`src/rtl/cpu_memory_bus.sv`:
```
// rtl/cpu_memory_bus.sv - stack CPU memory stage (3a -> 4a) with strobe/ack I/O bus
//
// Resolves branch kill/target, selects the stack push value and pop count, and
// runs single-beat load/store transactions on the I/O bus.
//
// Ports:
//   clk, rst                     clock, synchronous active-high reset
//   valid_3a, stall_3a           upstream live flag / hold request (combinational)
//   c__branch_3a, c__to_push_3a,
//   c__mem_3a                    decoded control from the ALU stage
//   alu__cond_3a, alu__out_3a    ALU condition and result
//   instruction_3a, pc_3a,
//   r0_3a, r1_3a, st__to_pop_3a  operands from the ALU stage
//   bus__*                       I/O bus: address, write data, strobes, ack, read data
//   *_4a                         registered results for the stack writeback stage
module cpu_memory_bus #(
    parameter int DATA_W   = 32,
    parameter int TAG_W    = 3,
    parameter int INSN_W   = 48,
    parameter int ADDR_W   = 8,
    parameter int POP_W    = 11,
    parameter int TYPE_INT = 1,
    parameter int TIMEOUT  = 255
) (
    input  logic                    clk,
    input  logic                    rst,
    input  logic                    valid_3a,
    output logic                    stall_3a,
    input  logic [1:0]              c__branch_3a,
    input  logic [2:0]              c__to_push_3a,
    input  logic [1:0]              c__mem_3a,
    input  logic                    alu__cond_3a,
    input  logic [DATA_W-1:0]       alu__out_3a,
    input  logic [INSN_W-1:0]       instruction_3a,
    input  logic [DATA_W-1:0]       pc_3a,
    input  logic [TAG_W+DATA_W-1:0] r0_3a,
    input  logic [TAG_W+DATA_W-1:0] r1_3a,
    input  logic [POP_W-1:0]        st__to_pop_3a,
    output logic [ADDR_W-1:0]       bus__address,
    output logic [DATA_W-1:0]       bus__wrdata,
    output logic                    bus__rdstrobe,
    output logic                    bus__wrstrobe,
    input  logic                    bus__ack,
    input  logic [DATA_W-1:0]       bus__rddata,
    output logic                    valid_4a,
    output logic                    kill_4a,
    output logic                    err_4a,
    output logic [DATA_W-1:0]       branch_target_4a,
    output logic [DATA_W-1:0]       pc_4a,
    output logic [2:0]              c__to_push_4a,
    output logic [TAG_W+DATA_W-1:0] st__to_push_4a,
    output logic [POP_W-1:0]        st__to_pop_4a
);
    localparam int ENT_W = TAG_W + DATA_W;
    localparam int CNT_W = $clog2(TIMEOUT + 1);

    typedef enum logic {S_IDLE, S_WAIT} state_t;

    state_t              state_q, state_d;
    logic                op_read_q;
    logic [CNT_W-1:0]    cnt_q;
    logic [DATA_W-1:0]   rd_q, rd_next;

    logic mem_op, accept_mem, timeout, complete;
    logic kill_d;
    logic [DATA_W-1:0] target_d;
    logic [ENT_W-1:0]  push_d;
    logic [POP_W-1:0]  pop_d;
    logic unused_insn_bits;

    // Code 3 on c__mem_3a is reserved and behaves as no memory op.
    assign mem_op     = (c__mem_3a == 2'd1) || (c__mem_3a == 2'd2);
    assign accept_mem = (state_q == S_IDLE) && valid_3a && mem_op;
    assign timeout    = (state_q == S_WAIT) && (cnt_q == CNT_W'(TIMEOUT));
    assign complete   = ((state_q == S_IDLE) && valid_3a && !mem_op) ||
                        ((state_q == S_WAIT) && (bus__ack || timeout));

    assign unused_insn_bits = ^instruction_3a[INSN_W-1:ENT_W];

    // FSM: state register
    always_ff @(posedge clk) begin
        if (rst) state_q <= S_IDLE;
        else     state_q <= state_d;
    end

    // FSM: next state
    always_comb begin
        state_d = state_q;
        case (state_q)
            S_IDLE:  if (accept_mem) state_d = S_WAIT;
            S_WAIT:  if (bus__ack || timeout) state_d = S_IDLE;
            default: state_d = S_IDLE;
        endcase
    end

    // FSM: outputs
    always_comb begin
        stall_3a      = accept_mem || ((state_q == S_WAIT) && !bus__ack && !timeout);
        bus__rdstrobe = (state_q == S_WAIT) && op_read_q;
        bus__wrstrobe = (state_q == S_WAIT) && !op_read_q;
    end

    // Read data seen by this cycle's push: fresh bus data on a read ack,
    // all-ones on timeout, otherwise the last captured value.
    always_comb begin
        rd_next = rd_q;
        if ((state_q == S_WAIT) && bus__ack && op_read_q) rd_next = bus__rddata;
        else if (timeout && !bus__ack)                    rd_next = '1;
    end

    always_comb begin
        kill_d   = 1'b0;
        target_d = '0;
        case (c__branch_3a)
            2'd1: begin
                kill_d   = 1'b1;
                target_d = pc_3a + {{(DATA_W-16){instruction_3a[15]}}, instruction_3a[15:0]};
            end
            2'd2: begin
                kill_d   = alu__cond_3a;
                target_d = pc_3a + {{(DATA_W-16){instruction_3a[15]}}, instruction_3a[15:0]};
            end
            2'd3: begin
                kill_d   = 1'b1;
                target_d = alu__out_3a;
            end
            default: ;
        endcase

        push_d = '0;
        case (c__to_push_3a)
            3'd1:    push_d = {TAG_W'(TYPE_INT), alu__out_3a};
            3'd2:    push_d = instruction_3a[ENT_W-1:0];
            3'd3:    push_d = r0_3a;
            3'd4:    push_d = r1_3a;
            3'd5:    push_d = {TAG_W'(TYPE_INT), rd_next};
            default: push_d = '0;
        endcase

        // A pop count of 3 means "dynamic": the count comes from the ALU.
        pop_d = (st__to_pop_3a == POP_W'(3)) ? alu__out_3a[POP_W-1:0] : st__to_pop_3a;
    end

    always_ff @(posedge clk) begin
        if (rst) begin
            op_read_q        <= 1'b0;
            cnt_q            <= '0;
            rd_q             <= '0;
            bus__address     <= '0;
            bus__wrdata      <= '0;
            valid_4a         <= 1'b0;
            kill_4a          <= 1'b0;
            err_4a           <= 1'b0;
            branch_target_4a <= '0;
            pc_4a            <= '0;
            c__to_push_4a    <= '0;
            st__to_push_4a   <= '0;
            st__to_pop_4a    <= '0;
        end else begin
            if (accept_mem) begin
                op_read_q    <= (c__mem_3a == 2'd1);
                cnt_q        <= '0;
                bus__address <= alu__out_3a[ADDR_W-1:0];
                bus__wrdata  <= r0_3a[DATA_W-1:0];
            end else if (state_q == S_WAIT) begin
                cnt_q <= cnt_q + CNT_W'(1);
            end
            rd_q     <= rd_next;
            valid_4a <= complete;
            if (complete) begin
                kill_4a          <= kill_d;
                err_4a           <= timeout && !bus__ack;
                branch_target_4a <= target_d;
                pc_4a            <= pc_3a;
                c__to_push_4a    <= c__to_push_3a;
                st__to_push_4a   <= push_d;
                st__to_pop_4a    <= pop_d;
            end
        end
    end
endmodule

```
`config.mk`:
```
export PLATFORM = sky130hd
export DESIGN_NAME = cpu_memory_bus
export DESIGN_NICKNAME = d
export VERILOG_FILES = /design/src/rtl/cpu_memory_bus.sv
export SDC_FILE = /design/constraint.sdc
export NUM_CORES = 1
export LEC_CHECK = 0
export CAP_MARGIN = 40
export CORE_UTILIZATION = 35
export DETAILED_ROUTE_END_ITERATION = 6
export GPL_ROUTABILITY_DRIVEN = 0
export PLACE_DENSITY = 0.75
export SYNTH_ARGS = -nofsm -noshare
export SYNTH_HDL_FRONTEND = slang
export SYNTH_SLANG_ARGS = --single-unit
```
`constraint.sdc`:
```
create_clock -name clk -period 3 [get_ports clk]
set_input_delay 0.3 -clock clk [delete_from_list [all_inputs] [get_ports clk]]
set_output_delay 0.3 -clock clk [all_outputs]
set_load 0.05 [all_outputs]
```
==> results.json, run 1 <==
{
  "swShare": 0.356,
  "max_slew_margin": 0.449,
  "final_common_cell": "clkdlybuf4s50_1",
  "placed_area_mm2": 0.0148,
  "path_clk_slew_ps": 80,
  "min_period_ps": 2870,
  "yosysTopAreaCell": "dfxtp_1",
  "slew_viol_final": 0,
  "synth_compound_gate_area_share": 0.255,
  "fmax_mhz": 348,
  "rows": 61,
  "synth-simple-area-share": 0.228,
  "drc": 0,
  "clock_path_buffers": 2,
  "cts_root_buf": "clkbuf_16",
  "min_path_cells": 2,
  "dp_cells": 2067,
  "grt_max_degree": 75,
  "drt_iter0_markers": 1057,
  "power.leakage_nw": 5.95,
  "dieArea_mm2": 0.0295,
  "routedWlPerCell_um": 20.8,
  "power_frac_comb": 0.303,
  "p_per_area_mw_per_mm2": 484,
  "final-setup-viol-count": 0,
  "post-route-period-util": 0.957,
  "grt_pass1_vias": 10992,
  "p_clk_frac": 0.318,
  "ir_worst_vdd_uv": 309,
  "initial_core_util": 0.359,
  "die_h_um": 172,
  "reg2reg_slack_ps": 460,
  "routed-via-count": 11635,
  "end_kind": "flop",
  "clock_skew_ps": 13.4,
  "synth-main-ff-cell": "dfxtp_1",
  "die_w_um": 172,
  "min_from": "rst",
  "hold_ws_ps": 267,
  "ant_nets": 0,
  "hold_class": "in2reg",
  "synthAdderAreaFrac": 0.0479,
  "worst_slew_pin_slew_ps": 827,
  "holdPathEnd": "branch_target_4a[0]",
  "switchingPower_mw": 2.66,
  "fin_area_mm2": 0.0154,
  "core_mm2": 0.0281,
  "r2r_start": "cnt_q[0]",
  "synth_async_sr_flop_share": 0,
  "drive_above_1_share": 0.0865,
  "numCtsBuffers": 17,
  "start_kind": "input port",
  "rr_endpoint": "branch_target_4a[19]",
  "grt_pass1_wl_um": 63800,
  "synthXorXnorAreaFrac": 0.0278,
  "p_int_mw": 4.81,
  "antenna_found_initial": 1,
  "worstPathRequired_ps": 3330,
  "htreeDepth": 4,
  "synthMuxAreaShare": 0.00298,
  "ys_seq_area_frac": 0.393,
  "pwr-share-seq": 0.379,
  "avgSynthCellArea_um2": 7.65,
  "finalSetupTns_ps": 0,
  "netlist.area_leader.share": 0.393,
  "setup_ws_ps": 130,
  "postCtsHoldBufs": 0,
  "synthCells": 1320,
  "drv_cap": 0,
  "grt_util_all_layers": 0.290,
  "final_nets": 1984,
  "syn2layout_area_growth_pct": 52.9,
  "ys_ff_latch": 198,
  "routed_wl_um": 43800,
  "ys_top_cells_by_area": "dfxtp_1 (39%), nand2_1 (10%), a22oi_1 (8.1%)",
  "ys_types": 54,
  "io_pins": 396,
  "cts_tree": "yes",
  "synth_edf_count": 0,
  "dp_slack_ps": -562,
  "synth_area_mm2": 0.0101,
  "finalHoldViolations": 0,
  "io_buffer_count": 382,
  "first_pass_iters": 5,
  "viasPerCell": 5.54,
  "synth_top_family_by_area": "compound AO/OA/AOI/OAI gates",
  "critPathMaxFanout": 3,
  "arrival_ps": 3200,
  "rsz0062_at_grt": "no",
  "insertion_delay_ps": 450,
  "reg2reg_depth": 10,
  "status": "finished clean",
  "synth.net_count": 1595,
  "clkSinkCount": 198,
  "fin_cells": 2102,
  "final_cell_mix": "clkdlybuf4s50_1 (379), nand2_1 (274), dfxtp_1 (198)",
  "setup.worst_path.class": "in2reg",
  "yosys_warnings": 0,
  "overflow": 0,
  "hpwl_um": 34100
}
-- routing by layer --
layer	vias to the layer above	global-route usage	routed length, um
met2	593	0.480	20000
li1	5489	-	-
met4	0	0.148	2200
met1	5455	0.354	17800
met3	98	0.0617	3790
met5	-	0	0
-- critical path, cell delays in order --
cell             delay, ps
clkdlybuf4s50_1        470
ha_4                   210
inv_1                   70
fa_1                   190
nand2b_1               150
o2bb2ai_1              180
o21ai_1                160
a221oi_2               320
a31oi_2                170
a211o_1                330
a21oi_2                200
buf_4                  150
o21ai_1                 50
a211o_1                260
-- logic make-up after synthesis --
logic type,Yosys count
and+or+nand+nor,534
AOI/OAI and AO/OA,396
DFF,198
buffers and inverters,119
adders and majority gates,38
xor gates and xnor gates,32
muxes,3
-- worst max-delay path by stage --
stage	from	to	slack (ps)	cells past startpoint
floorplan	instruction_3a[0]	branch_target_4a[28]	440	12
global placement	instruction_3a[0]	branch_target_4a[28]	-450	13
detailed placement	instruction_3a[0]	branch_target_4a[28]	-560	13
CTS	instruction_3a[0]	branch_target_4a[28]	30	13
global route	pc_3a[0]	branch_target_4a[28]	30	14
finish	pc_3a[0]	branch_target_4a[28]	130	14
-- stage by stage --
stage	utilization	power [mW]
finish	0.550	7.47
global route	0.549	7.75
CTS	0.549	7.49
detailed placement	0.527	5.13
global placement	0.527	5.10
floorplan	-	4.11
-- synth_stat cells, types with 6 or more instances --
cell	count
nand2b_1	9
o21ai_0	15
nand2_1	274
ha_1	37
clkbuf_1	87
buf_2	9
inv_1	16
o21ai_1	7
xnor2_1	19
a21o_1	9
buf_1	7
nor3_1	23
o21bai_1	6
a211oi_1	13
nand4_1	12
xor2_1	13
and3_1	23
o22ai_1	16
a22oi_1	109
nand3_1	77
a31oi_1	36
nor2_1	92
a21oi_1	139
o21a_1	6
dfxtp_1	198
-- final cells by class --
class | instances | area, um^2
fill | 2620 | 12700
multi-input combinational | 1003 | 5740
timing repair buffer | 473 | 4600
sequential | 198 | 3960
tap | 378 | 473
clock buffer | 17 | 425
clock inverter | 15 | 171
inverter | 16 | 60.1
antenna | 2 | 5.00
-- power groups by stage --
stage / sequential (mW) / clock [mW] / combinational [mW]
after detailed placement: 2.89 / 0 / 2.23
final: 2.83 / 2.37 / 2.26
after floorplan: 3.33 / 0 / 0.776
after global routing: 2.85 / 2.51 / 2.40
after CTS: 2.83 / 2.41 / 2.25
after global placement: 2.89 / 0 / 2.21
-- state kept, by name, indices dropped and copies added (netlist names) --
register / count
st__to_push_4a: 35
branch_target_4a: 32
bus__wrdata: 32
pc_4a: 32
rd_q: 32
st__to_pop_4a: 11
bus__address: 8
cnt_q: 8
c__to_push_4a: 3
err_4a: 1
kill_4a: 1
op_read_q: 1
state_q: 1
valid_4a: 1
-- repair_timing --
action	CTS	global route
endpoints found under the setup margin	2	4
buffers inserted	0	1
pin swaps	0	1
resized for setup	2	2
No activity file was read; power rests on OpenSTA's default activity.
==> run 2: changes to the inputs <==
--- a/config.mk
+++ b/config.mk
@@ -5,11 +5,12 @@
 export SDC_FILE = /design/constraint.sdc
 export NUM_CORES = 1
 export LEC_CHECK = 0
+export ABC_AREA = 1
 export CAP_MARGIN = 40
 export CORE_UTILIZATION = 35
 export DETAILED_ROUTE_END_ITERATION = 6
 export GPL_ROUTABILITY_DRIVEN = 0
-export PLACE_DENSITY = 0.75
+export PLACE_DENSITY = 0.73
 export SYNTH_ARGS = -nofsm -noshare
 export SYNTH_HDL_FRONTEND = slang
 export SYNTH_SLANG_ARGS = --single-unit
==> run 2 against run 1 <==
  * Clock power is 3% lower
  * Fmax increased by 12%
  * Total power up 3.8%
  * Critical path depth decreased by 2
  * Core utilization fell by 4.5 points
  * Via count increased by 11%
  * Hold slack improved by 92 ps
  * Non-clock buffer count shrank 68
  * Critical path type is now reg2reg
  * Cell area up 2.9%
  * Synthesized cell count up 35%
  * Clock skew is 0.71 ps lower
==> results.json, run 2 <==
{
  "max_slew_margin": 0.456,
  "grt_max_degree": 84,
  "clkSinkCount": 198,
  "clock_skew_ps": 12.6,
  "netlist.area_leader.share": 0.354,
  "io_buffer_count": 382,
  "end_kind": "flop",
  "start_kind": "flop",
  "core_mm2": 0.0315,
  "postCtsHoldBufs": 0,
  "numCtsBuffers": 17,
  "min_from": "rst",
  "finalHoldViolations": 0,
  "final_common_cell": "nand2_1",
  "routed_wl_um": 44800,
  "fmax_mhz": 392,
  "yosys_warnings": 0,
  "final_cell_mix": "nand2_1 (626), clkdlybuf4s50_1 (380), inv_1 (218)",
  "hold_class": "in2reg",
  "clock_path_buffers": 2,
  "rows": 65,
  "worstPathRequired_ps": 3370,
  "dp_cells": 2504,
  "regMostFlops": "st__to_push_4a",
  "synth.net_count": 2061,
  "post-route-period-util": 0.851,
  "initial_core_util": 0.355,
  "fin_cells": 2537,
  "grt_pass1_vias": 11839,
  "drive_above_1_share": 0.0342,
  "htreeDepth": 4,
  "synth_top_cells_by_count": "nand2_1 (627), inv_1 (219), dfxtp_1 (198)",
  "dieArea_mm2": 0.0327,
  "rsz0062_at_grt": "no",
  "drv_cap": 0,
  "cts_tree": "yes",
  "yosysTopAreaCell": "dfxtp_1",
  "synth.most_common_cell": "nand2_1",
  "status": "finished clean",
  "syn2layout_area_growth_pct": 42.1,
  "final-setup-viol-count": 0,
  "cp_slowest_cell": "dfxtp_1",
  "routed-via-count": 12860,
  "path_clk_slew_ps": 80,
  "ys_top_cells_by_area": "dfxtp_1 (35%), nand2_1 (21%), a21oi_1 (7.8%)",
  "viasPerCell": 5.07,
  "synth-main-ff-cell": "dfxtp_1",
  "ys_ff_latch": 198,
  "largest_reg_flops": 35,
  "r2r_start": "cnt_q[0]",
  "overflow": 0,
  "ant_nets": 0,
  "avgSynthCellArea_um2": 6.26,
  "synth_edf_count": 0,
  "drt_iter0_markers": 1311,
  "synthCells": 1786,
  "routedWlPerCell_um": 17.7,
  "power.leakage_nw": 6.99,
  "ys_seq_area_frac": 0.354,
  "cpPeakStageDelay_ps": 370,
  "cp-startpoint": "cnt_q[0]",
  "arrival_ps": 2930,
  "p_per_area_mw_per_mm2": 488,
  "worst_slew_pin_slew_ps": 814,
  "setup_ws_ps": 446,
  "critPathMaxFanout": 83,
  "grt_pass1_wl_um": 67600,
  "final_nets": 2396,
  "cts_setup_buffers": 0,
  "finalSetupTns_ps": 0,
  "antenna_found_initial": 1,
  "setup.worst_path.class": "reg2reg",
  "cts_root_buf": "clkbuf_16",
  "insertion_delay_ps": 450,
  "nFillCells": 3072,
  "io_pins": 396,
  "grt_util_all_layers": 0.268,
  "die_w_um": 181,
  "ir_worst_vdd_uv": 303,
  "hpwl_um": 34000,
  "die_h_um": 181,
  "drc": 0,
  "synth_async_sr_flop_share": 0,
  "dp_slack_ps": 246,
  "synth_area_mm2": 0.0112,
  "first_pass_iters": 6,
  "ys_types": 39,
  "min_period_ps": 2550,
  "slew_viol_final": 0,
  "crit_chain": "ha_1, nand2_2, nor3_2, nand2_1, nor3_2, nor2_1, nand2_2, nand2_4, inv_2, buf_12, o21ai_1, a21oi_1"
}
run 2: power by group:
part	leakage (nW)	internal [mW]	total (mW)	switching, mW
clock network	0.273	1.10	2.30	1.20
registers	1.62	2.81	2.90	0.0939
logic	5.10	0.914	2.55	1.63
run 2: stage by stage:
step                power, mW  hold slack (ps)  area [um^2]   util
detailed placement       5.48              436        15300  0.487
finish                   7.76              359        15900  0.505
global placement         5.46              432        15300  0.487
global route             8.09              376        15900  0.505
CTS                      7.78              349        15900  0.505
floorplan                4.46              437        11200      -
run 2: routing by layer:
metal  vias up  global-route usage  wire (um)  share of wire
met2       633               0.426      20000           0.45
met4         0               0.102       1520          0.034
met1      5792               0.360      19700           0.44
met5         -                   0          0              0
li1       6346                   -          -              -
met3        89              0.0468       3600          0.080
run 2: cell families after synthesis:
family | after synthesis | synth area share
adders and majority gates | 38 | 0.0432
and+or+nand+nor | 886 | 0.318
xor gates and xnor gates | 3 | 0.00235
buffers and inverters | 311 | 0.113
DFF | 198 | 0.354
AOI/OAI and AO/OA | 350 | 0.169
run 2: repair_timing:
| item | in CTS | in global routing |
|---|---|---|
| gates resized for setup | 0 | 1 |
| endpoints found under the hold margin | 0 | 0 |
| endpoints found under the setup margin | 0 | 1 |
run 2: path summary, 6_finish.rpt:
path | endpoint | slack (ps) | depth (start not counted)
worst max-delay path | st__to_push_4a[20] | 450 | 12
worst min register to register | bus__address[2] | 450 | 2
worst min-delay path | rd_q[27] | 360 | 2
worst max register to register | st__to_push_4a[20] | 450 | 12
run 2: layout make-up:
type,count,area [um^2],area share
Antenna cell,1,2.50,0.000157
Clock buffer,18,429,0.0270
Clock inverter,14,135,0.00850
Inverter,222,833,0.0524
Multi-Input combinational cell,1277,5980,0.376
Sequential cell,198,3960,0.249
Tap cell,402,503,0.0317
Timing Repair Buffer,405,4050,0.255
run 2: critical path, delay by kind of cell (launching register included):
kind / cells / cell delay (ps)
buf+inv: 2 / 450
fa+ha+maj: 1 / 170
simple gates: 7 / 1070
compound gates: 2 / 340
flops: 1 / 370
